===== src/rtl/uart_pkg.sv =====
// Shared UART definitions: receiver state encoding, default baud divisor, parity helper.
package uart_pkg;

  typedef enum logic [2:0] {
    IDLE,
    START,
    DATA,
    PARITY,
    STOP,
    DONE,
    BREAK
  } rx_state_t;

  localparam int CLK_PER_BIT_DEF = 50;

  function automatic logic even_parity(input logic [31:0] data);
    return ^data;
  endfunction

endpackage


===== src/rtl/uart_sync.sv =====
// Two-flop synchronizer for an asynchronous single-bit input; RESET_VAL sets the idle level.
module uart_sync #(
  parameter logic RESET_VAL = 1'b1
) (
  input  logic clk,
  input  logic rst_n,
  input  logic d_i,
  output logic q_o
);

  logic [1:0] sync_q;

  // NOTE: sequential state uses non-blocking (<=) so every flop samples pre-edge values.
  always_ff @(posedge clk or negedge rst_n) begin
    if (!rst_n) sync_q <= {2{RESET_VAL}};
    else        sync_q <= {sync_q[0], d_i};
  end

  assign q_o = sync_q[1];

endmodule


===== src/rtl/uart_rx.sv =====
// Oversampling UART receiver: 1 start, dataWidth data LSB-first, optional even parity, stopBits stop.
// Optional `UART_RX_OVERRUN_EN adds RXack/RXvalid/overrun handshake with sticky overrun detection.
module uart_rx
  import uart_pkg::*;
#(
  parameter int CLK_PER_BIT = CLK_PER_BIT_DEF,
  parameter int dataWidth   = 8,
  parameter int stopBits    = 1,
  parameter int parityBits  = 1
) (
  input  logic                 clk,
  input  logic                 rst_n,
  input  logic                 RXin,
`ifdef UART_RX_OVERRUN_EN
  input  logic                 RXack,
  output logic                 RXvalid,
  output logic                 overrun,
`endif
  output logic [dataWidth-1:0] dataOut,
  output logic                 RXdone,
  output logic                 parityErr,
  output logic                 frameErr,
  output logic                 busy
);

  localparam int CNT_W = $clog2(CLK_PER_BIT);
  localparam int IDX_W = (dataWidth > 1) ? $clog2(dataWidth) : 1;

  localparam logic [CNT_W-1:0] HALF_CNT  = CNT_W'(CLK_PER_BIT / 2 - 1);
  localparam logic [CNT_W-1:0] FULL_CNT  = CNT_W'(CLK_PER_BIT - 1);
  localparam logic [IDX_W-1:0] LAST_BIT  = IDX_W'(dataWidth - 1);
  localparam logic             LAST_STOP = 1'(stopBits - 1);

  logic rx_s;

  uart_sync #(.RESET_VAL(1'b1)) u_sync (
    .clk  (clk),
    .rst_n(rst_n),
    .d_i  (RXin),
    .q_o  (rx_s)
  );

  rx_state_t            state_q, state_d;
  logic [CNT_W-1:0]     cnt_q, cnt_d;
  logic [IDX_W-1:0]     bit_idx_q, bit_idx_d;
  logic                 stop_idx_q, stop_idx_d;
  logic [dataWidth-1:0] shift_q, shift_d;
  logic                 perr_q, perr_d;
  logic                 ferr_q, ferr_d;
  logic [dataWidth-1:0] data_q, data_d;
  logic                 rxdone_q, rxdone_d;
  logic                 perr_out_q, perr_out_d;
  logic                 ferr_out_q, ferr_out_d;
  logic                 busy_q, busy_d;
  logic                 load;

  // NOTE: every always_comb output gets a default first, so no path can infer a latch.
  always_comb begin
    state_d    = state_q;
    cnt_d      = cnt_q + 1'b1;
    bit_idx_d  = bit_idx_q;
    stop_idx_d = stop_idx_q;
    shift_d    = shift_q;
    perr_d     = perr_q;
    ferr_d     = ferr_q;
    data_d     = data_q;
    rxdone_d   = 1'b0;
    perr_out_d = perr_out_q;
    ferr_out_d = ferr_out_q;
    busy_d     = busy_q;
    load       = 1'b0;

    case (state_q)
      IDLE: begin
        cnt_d = '0;
        if (!rx_s) begin
          state_d    = START;
          busy_d     = 1'b1;
          bit_idx_d  = '0;
          stop_idx_d = 1'b0;
          perr_d     = 1'b0;
          ferr_d     = 1'b0;
        end
      end
      START: begin
        if (cnt_q == HALF_CNT) begin
          cnt_d = '0;
          if (rx_s) begin
            state_d = IDLE;
            busy_d  = 1'b0;
          end else begin
            state_d = DATA;
          end
        end
      end
      DATA: begin
        if (cnt_q == FULL_CNT) begin
          cnt_d            = '0;
          shift_d[bit_idx_q] = rx_s;
          if (bit_idx_q == LAST_BIT) state_d = (parityBits > 0) ? PARITY : STOP;
          else                       bit_idx_d = bit_idx_q + 1'b1;
        end
      end
      PARITY: begin
        if (cnt_q == FULL_CNT) begin
          cnt_d   = '0;
          perr_d  = rx_s ^ even_parity(32'(shift_q));
          state_d = STOP;
        end
      end
      STOP: begin
        if (cnt_q == FULL_CNT) begin
          cnt_d = '0;
          if (!rx_s) ferr_d = 1'b1;
          if (stop_idx_q == LAST_STOP) begin
            state_d = DONE;
            load    = 1'b1;
          end else begin
            stop_idx_d = 1'b1;
          end
        end
      end
      // Outputs were loaded on entry, so RXdone and the new word are visible together here.
      DONE:    state_d = ferr_q ? BREAK : IDLE;
      BREAK:   if (rx_s) state_d = IDLE;
      default: state_d = IDLE;
    endcase

    if (load) begin
      data_d     = shift_q;
      perr_out_d = perr_q;
      ferr_out_d = ferr_d;
      rxdone_d   = 1'b1;
      busy_d     = 1'b0;
    end
  end

  // NOTE: the shift register is reset too; it is small and a defined value simplifies debug.
  always_ff @(posedge clk or negedge rst_n) begin
    if (!rst_n) begin
      state_q    <= IDLE;
      cnt_q      <= '0;
      bit_idx_q  <= '0;
      stop_idx_q <= 1'b0;
      shift_q    <= '0;
      perr_q     <= 1'b0;
      ferr_q     <= 1'b0;
      data_q     <= '0;
      rxdone_q   <= 1'b0;
      perr_out_q <= 1'b0;
      ferr_out_q <= 1'b0;
      busy_q     <= 1'b0;
    end else begin
      state_q    <= state_d;
      cnt_q      <= cnt_d;
      bit_idx_q  <= bit_idx_d;
      stop_idx_q <= stop_idx_d;
      shift_q    <= shift_d;
      perr_q     <= perr_d;
      ferr_q     <= ferr_d;
      data_q     <= data_d;
      rxdone_q   <= rxdone_d;
      perr_out_q <= perr_out_d;
      ferr_out_q <= ferr_out_d;
      busy_q     <= busy_d;
    end
  end

  assign dataOut   = data_q;
  assign RXdone    = rxdone_q;
  assign parityErr = perr_out_q;
  assign frameErr  = ferr_out_q;
  assign busy      = busy_q;

`ifdef UART_RX_OVERRUN_EN
  logic rxvalid_q, rxvalid_d;
  logic overrun_q, overrun_d;

  // An ack in the same cycle as a new word consumes the old one, so no overrun is flagged.
  always_comb begin
    rxvalid_d = rxvalid_q;
    overrun_d = overrun_q;
    if (load) begin
      rxvalid_d = 1'b1;
      if (rxvalid_q && !RXack) overrun_d = 1'b1;
      else if (RXack)          overrun_d = 1'b0;
    end else if (RXack) begin
      rxvalid_d = 1'b0;
      overrun_d = 1'b0;
    end
  end

  always_ff @(posedge clk or negedge rst_n) begin
    if (!rst_n) begin
      rxvalid_q <= 1'b0;
      overrun_q <= 1'b0;
    end else begin
      rxvalid_q <= rxvalid_d;
      overrun_q <= overrun_d;
    end
  end

  assign RXvalid = rxvalid_q;
  assign overrun = overrun_q;
`endif

endmodule


===== config.mk =====
export PLATFORM = sky130hd
export DESIGN_NAME = uart_rx
export DESIGN_NICKNAME = d
export VERILOG_FILES = /design/src/rtl/uart_pkg.sv /design/src/rtl/uart_sync.sv /design/src/rtl/uart_rx.sv
export SDC_FILE = /design/constraint.sdc
export NUM_CORES = 1
export LEC_CHECK = 0
export BUFFER_PORTS_ARGS = -buffer_cell sky130_fd_sc_hd__buf_4
export CAP_MARGIN = 20
export CORE_MARGIN = 3
export CORE_UTILIZATION = 63
export CTS_CLUSTER_SIZE = 14
export DETAILED_ROUTE_END_ITERATION = 10
export PLACE_DENSITY = 0.83
export SLEW_MARGIN = 40
export SYNTH_ARGS = -nofsm -noshare
export SYNTH_HDL_FRONTEND = slang
export SYNTH_SLANG_ARGS = --single-unit

===== constraint.sdc =====
create_clock -name clk -period 3.8 [get_ports clk]
set_input_delay 0.95 -clock clk [delete_from_list [all_inputs] [get_ports clk]]
set_output_delay 0.95 -clock clk [all_outputs]
set_load 0.005 [all_outputs]

==> impl_metrics.csv <==
group,metric,value,unit
outcome,outcome,"completed",
global_routing,grt_pass1_vias,1215,
min_path,holdCritStartpoint,"u_sync.sync_q[0]",
detailed_routing,drc,0,
clock_network,cts_buffers,5,
worst_setup_path,path_buf_inv,1,
power_and_ir_drop,switching_power,0.199,mW
floorplanning,initial_core_util,0.666,
power_and_ir_drop,vdd_drop_max,0.000326,V
clock_network,insertion_delay,0.34,ns
clock_network,clk_pin_slew_worst_paths,0.11,ns
clock_network,clock-sinks,36,
placed_design,post-place-ws,1.36,ns
synth,synth_top_area_share,0.459,
cells_and_area,antenna_cells,0,
sta,skew,0.00499,ns
worst_setup_path,cp_slowest_cell,"nor4b_4",
global_routing,antenna_found_initial,0,
sta,worst_pin_slew,0.721,ns
cells_and_area,drive_gt1_frac,0.282,
synth,yosysMostFrequentCell,"dfrtp_1",
synth,synth.yosys.seq_area_share,0.488,
power_and_ir_drop,p_int,0.569,mW
placed_design,hpwl,2290,µm
sta,setup_slack,1.38,ns
power_and_ir_drop,clkPwrFrac,0.345,
worst_setup_path,reg2regPathDepth,6,
floorplanning,core,2780,µm²
global_routing,grt_max_degree,37,
cells_and_area,syn_to_final_growth,8.58,%
detailed_routing,ant_nets,0,
floorplanning,fp.dieArea,3630,µm²
sta,finalSetupViolations,0,
min_path,hold_end,"u_sync.sync_q[1]",
detailed_routing,drt_iter0_markers,47,
synth,ys_top_cells_by_count,"dfrtp_1, mux2_2, a21oi_1",
clock_network,cts_root_buf,"clkbuf_4",
sta,period_share,0.636,
clock_network,cts.repair.resized,0,
floorplanning,die_h,60.2,µm
cells_and_area,final_cell_area,2010,µm²
detailed_routing,postRouteWirelength,3220,µm
sta,grt_setup_unrepaired,"false",
synth,synth_nets,166,
sta,timing.setup.tns,0,ns
sta,slew_headroom,0.517,
power_and_ir_drop,seq_power_share,0.567,
placed_design,place_congestion,0.833,
power_and_ir_drop,total_power,0.768,mW
floorplanning,die-width,60.2,µm
power_and_ir_drop,comb_power_share,0.088,
detailed_routing,drtPass1Iterations,4,
worst_setup_path,critical-path-top-delay-family,"simple AND/OR/NAND/NOR gates",
placed_design,dp_cells,193,
sta,fin_crit,2.42,ns
worst_setup_path,cp.required,4.04,ns
min_path,hp-class,"flip-flop to flip-flop",
worst_setup_path,path_max_fanout,11,
worst_setup_path,endpoint_kind,"flip-flop",
synth,synth-async-reset-ratio,1.00,
worst_setup_path,r2r_start,"cnt_q[1]",
synth,synth_top_cell_by_area,"dfrtp_1",
cells_and_area,fin_util,0.723,
sta,whs,0.368,ns
sta,slew_violations,0,
synth,yosysUniqueCellTypes,47,
global_routing,track_usage,0.212,
worst_setup_path,critPathArrivalTime,2.65,ns
detailed_routing,viasPerCell,6.07,
global_routing,grt.busiest_layer,"met2",
global_routing,met1_usage,0.290,
sta,hold_viol_final,0,
synth,ys_ff_latch,36,
clock_network,cts_tree,"done",
synth,synth_area,1850,µm²
worst_setup_path,regToRegEndpoint,"dataOut[3]",
sta,fmax,0.414,GHz
worst_setup_path,critPathMaxStageDelay,0.69,ns
power_and_ir_drop,p_leak,1.01,nW
cells_and_area,finalNetCount,177,
worst_setup_path,crit_path_cell_trace,"inv_1 > ha_1 > nand4b_4 > or2_1 > nor4b_4 > mux2_2",
global_routing,grt-ovfl-total,0,
global_routing,grt_util_met3,0.0454,
clock_network,htree_num_levels,2,
synth,synth_edf_count,0,
detailed_routing,avgRoutedWirePerCell,16.0,µm
worst_setup_path,path_class,"flip-flop to flip-flop",
floorplanning,rows,19,
synth,synthCells,158,
power_and_ir_drop,swShare,0.259,
clock_network,cts_hold_buffers,0,
placed_design,place_area,1930,µm²
clock_network,clk_path_buf_depth,2,
floorplanning,num_io_pins,15,
power_and_ir_drop,powerDensity,382,nW/µm²
global_routing,grt_pass1_wl,5530,µm
worst_setup_path,startpoint_type,"flip-flop",
synth,syn_avg_cell_area,11.7,µm²
placed_design,portBuffers,14,
synth,synth_flop_cell,"dfrtp_1",
flow_run,maxCapViolations,0,
synth,ys.warnings.count,0,
global_routing,gr-usage-met2,0.315,
clock_network,cts_setup_buffers,0,
synth,synth_area_leaders,"dfrtp_1, mux2_2, ha_1, dfstp_2, xnor2_1",
detailed_routing,vias,1220,
min_path,hold_depth,0,
cells_and_area,fin_cells,201,
worst_setup_path,r2r_slack,1.38,ns
==> layer usage <==
metal | up-vias | wire [µm] | part of all wire
li1 | 588 | - | -
met1 | 588 | 1430 | 0.44
met2 | 37 | 1560 | 0.48
met3 | 7 | 169 | 0.052
met4 | 0 | 65 | 0.020
met5 | - | 0 | 0
==> cells by family after synthesis <==
logic type | after synthesis | share of synthesized area
xor+xnor | 11 | 0.0595
simple gates | 43 | 0.155
buf+inv | 15 | 0.0432
fa+ha+maj | 6 | 0.0392
compound gates | 27 | 0.0939
flops | 36 | 0.488
mux | 20 | 0.121
==> how the worst max path moves through the flow <==
stage	startpoint	end	cells after the start
6_report	cnt_q[1]	dataOut[3]	6
5_1_grt	cnt_q[1]	dataOut[3]	6
4_1_cts	cnt_q[1]	dataOut[3]	6
3_5_place_dp	cnt_q[1]	dataOut[3]	6
3_3_place_gp	cnt_q[1]	dataOut[5]	6
2_1_floorplan	cnt_q[1]	dataOut[0]	8
==> power groups by stage <==
stage | Combinational (mW) | Clock [mW] | Sequential [mW]
6_report | 0.0675 | 0.265 | 0.436
3_5_place_dp | 0.0688 | 0 | 0.443
2_1_floorplan | 0.0707 | 0 | 0.421
3_3_place_gp | 0.0653 | 0 | 0.441
4_1_cts | 0.0690 | 0.268 | 0.435
5_1_grt | 0.0778 | 0.281 | 0.441
==> layout by cell type (no fill, tap or decap), types with 2 or more instances in the layout <==
cell type and n:
o21ai_0 7, o21bai_1 2, a21oi_1 8, nor2_1 7, nor4_1 2, a21o_1 2, nand3b_1 2, or3_1 2
clkbuf_4 5, nor3_1 3, and4_1 2, inv_1 5, o31a_1 2, dfrtp_1 34, nand3_1 6, nand2_1 5
xor2_1 4, buf_4 14, ha_1 5, mux2_2 18, nor2b_1 2, xnor2_1 6, dfstp_2 2
==> final cells by class <==
cell class / count / area (µm²)
well taps: 31 / 38.8
flip-flops and latches: 36 / 903
multi-input cells: 107 / 868
fillers: 191 / 771
clock buffers: 6 / 41.3
clock inverters: 2 / 35.0
repair buffers: 14 / 105
inverters: 5 / 18.8
==> registers in the layout, summed over array words and instances (netlist names) <==
signal and cells:
RXdone 1, bit_idx_q 3, busy 1, cnt_q 6
dataOut 8, ferr_q 1, frameErr 1, parityErr 1
perr_q 1, shift_q 8, state_q 3, u_sync.sync_q 2
(Power assumes the default switching activity.)
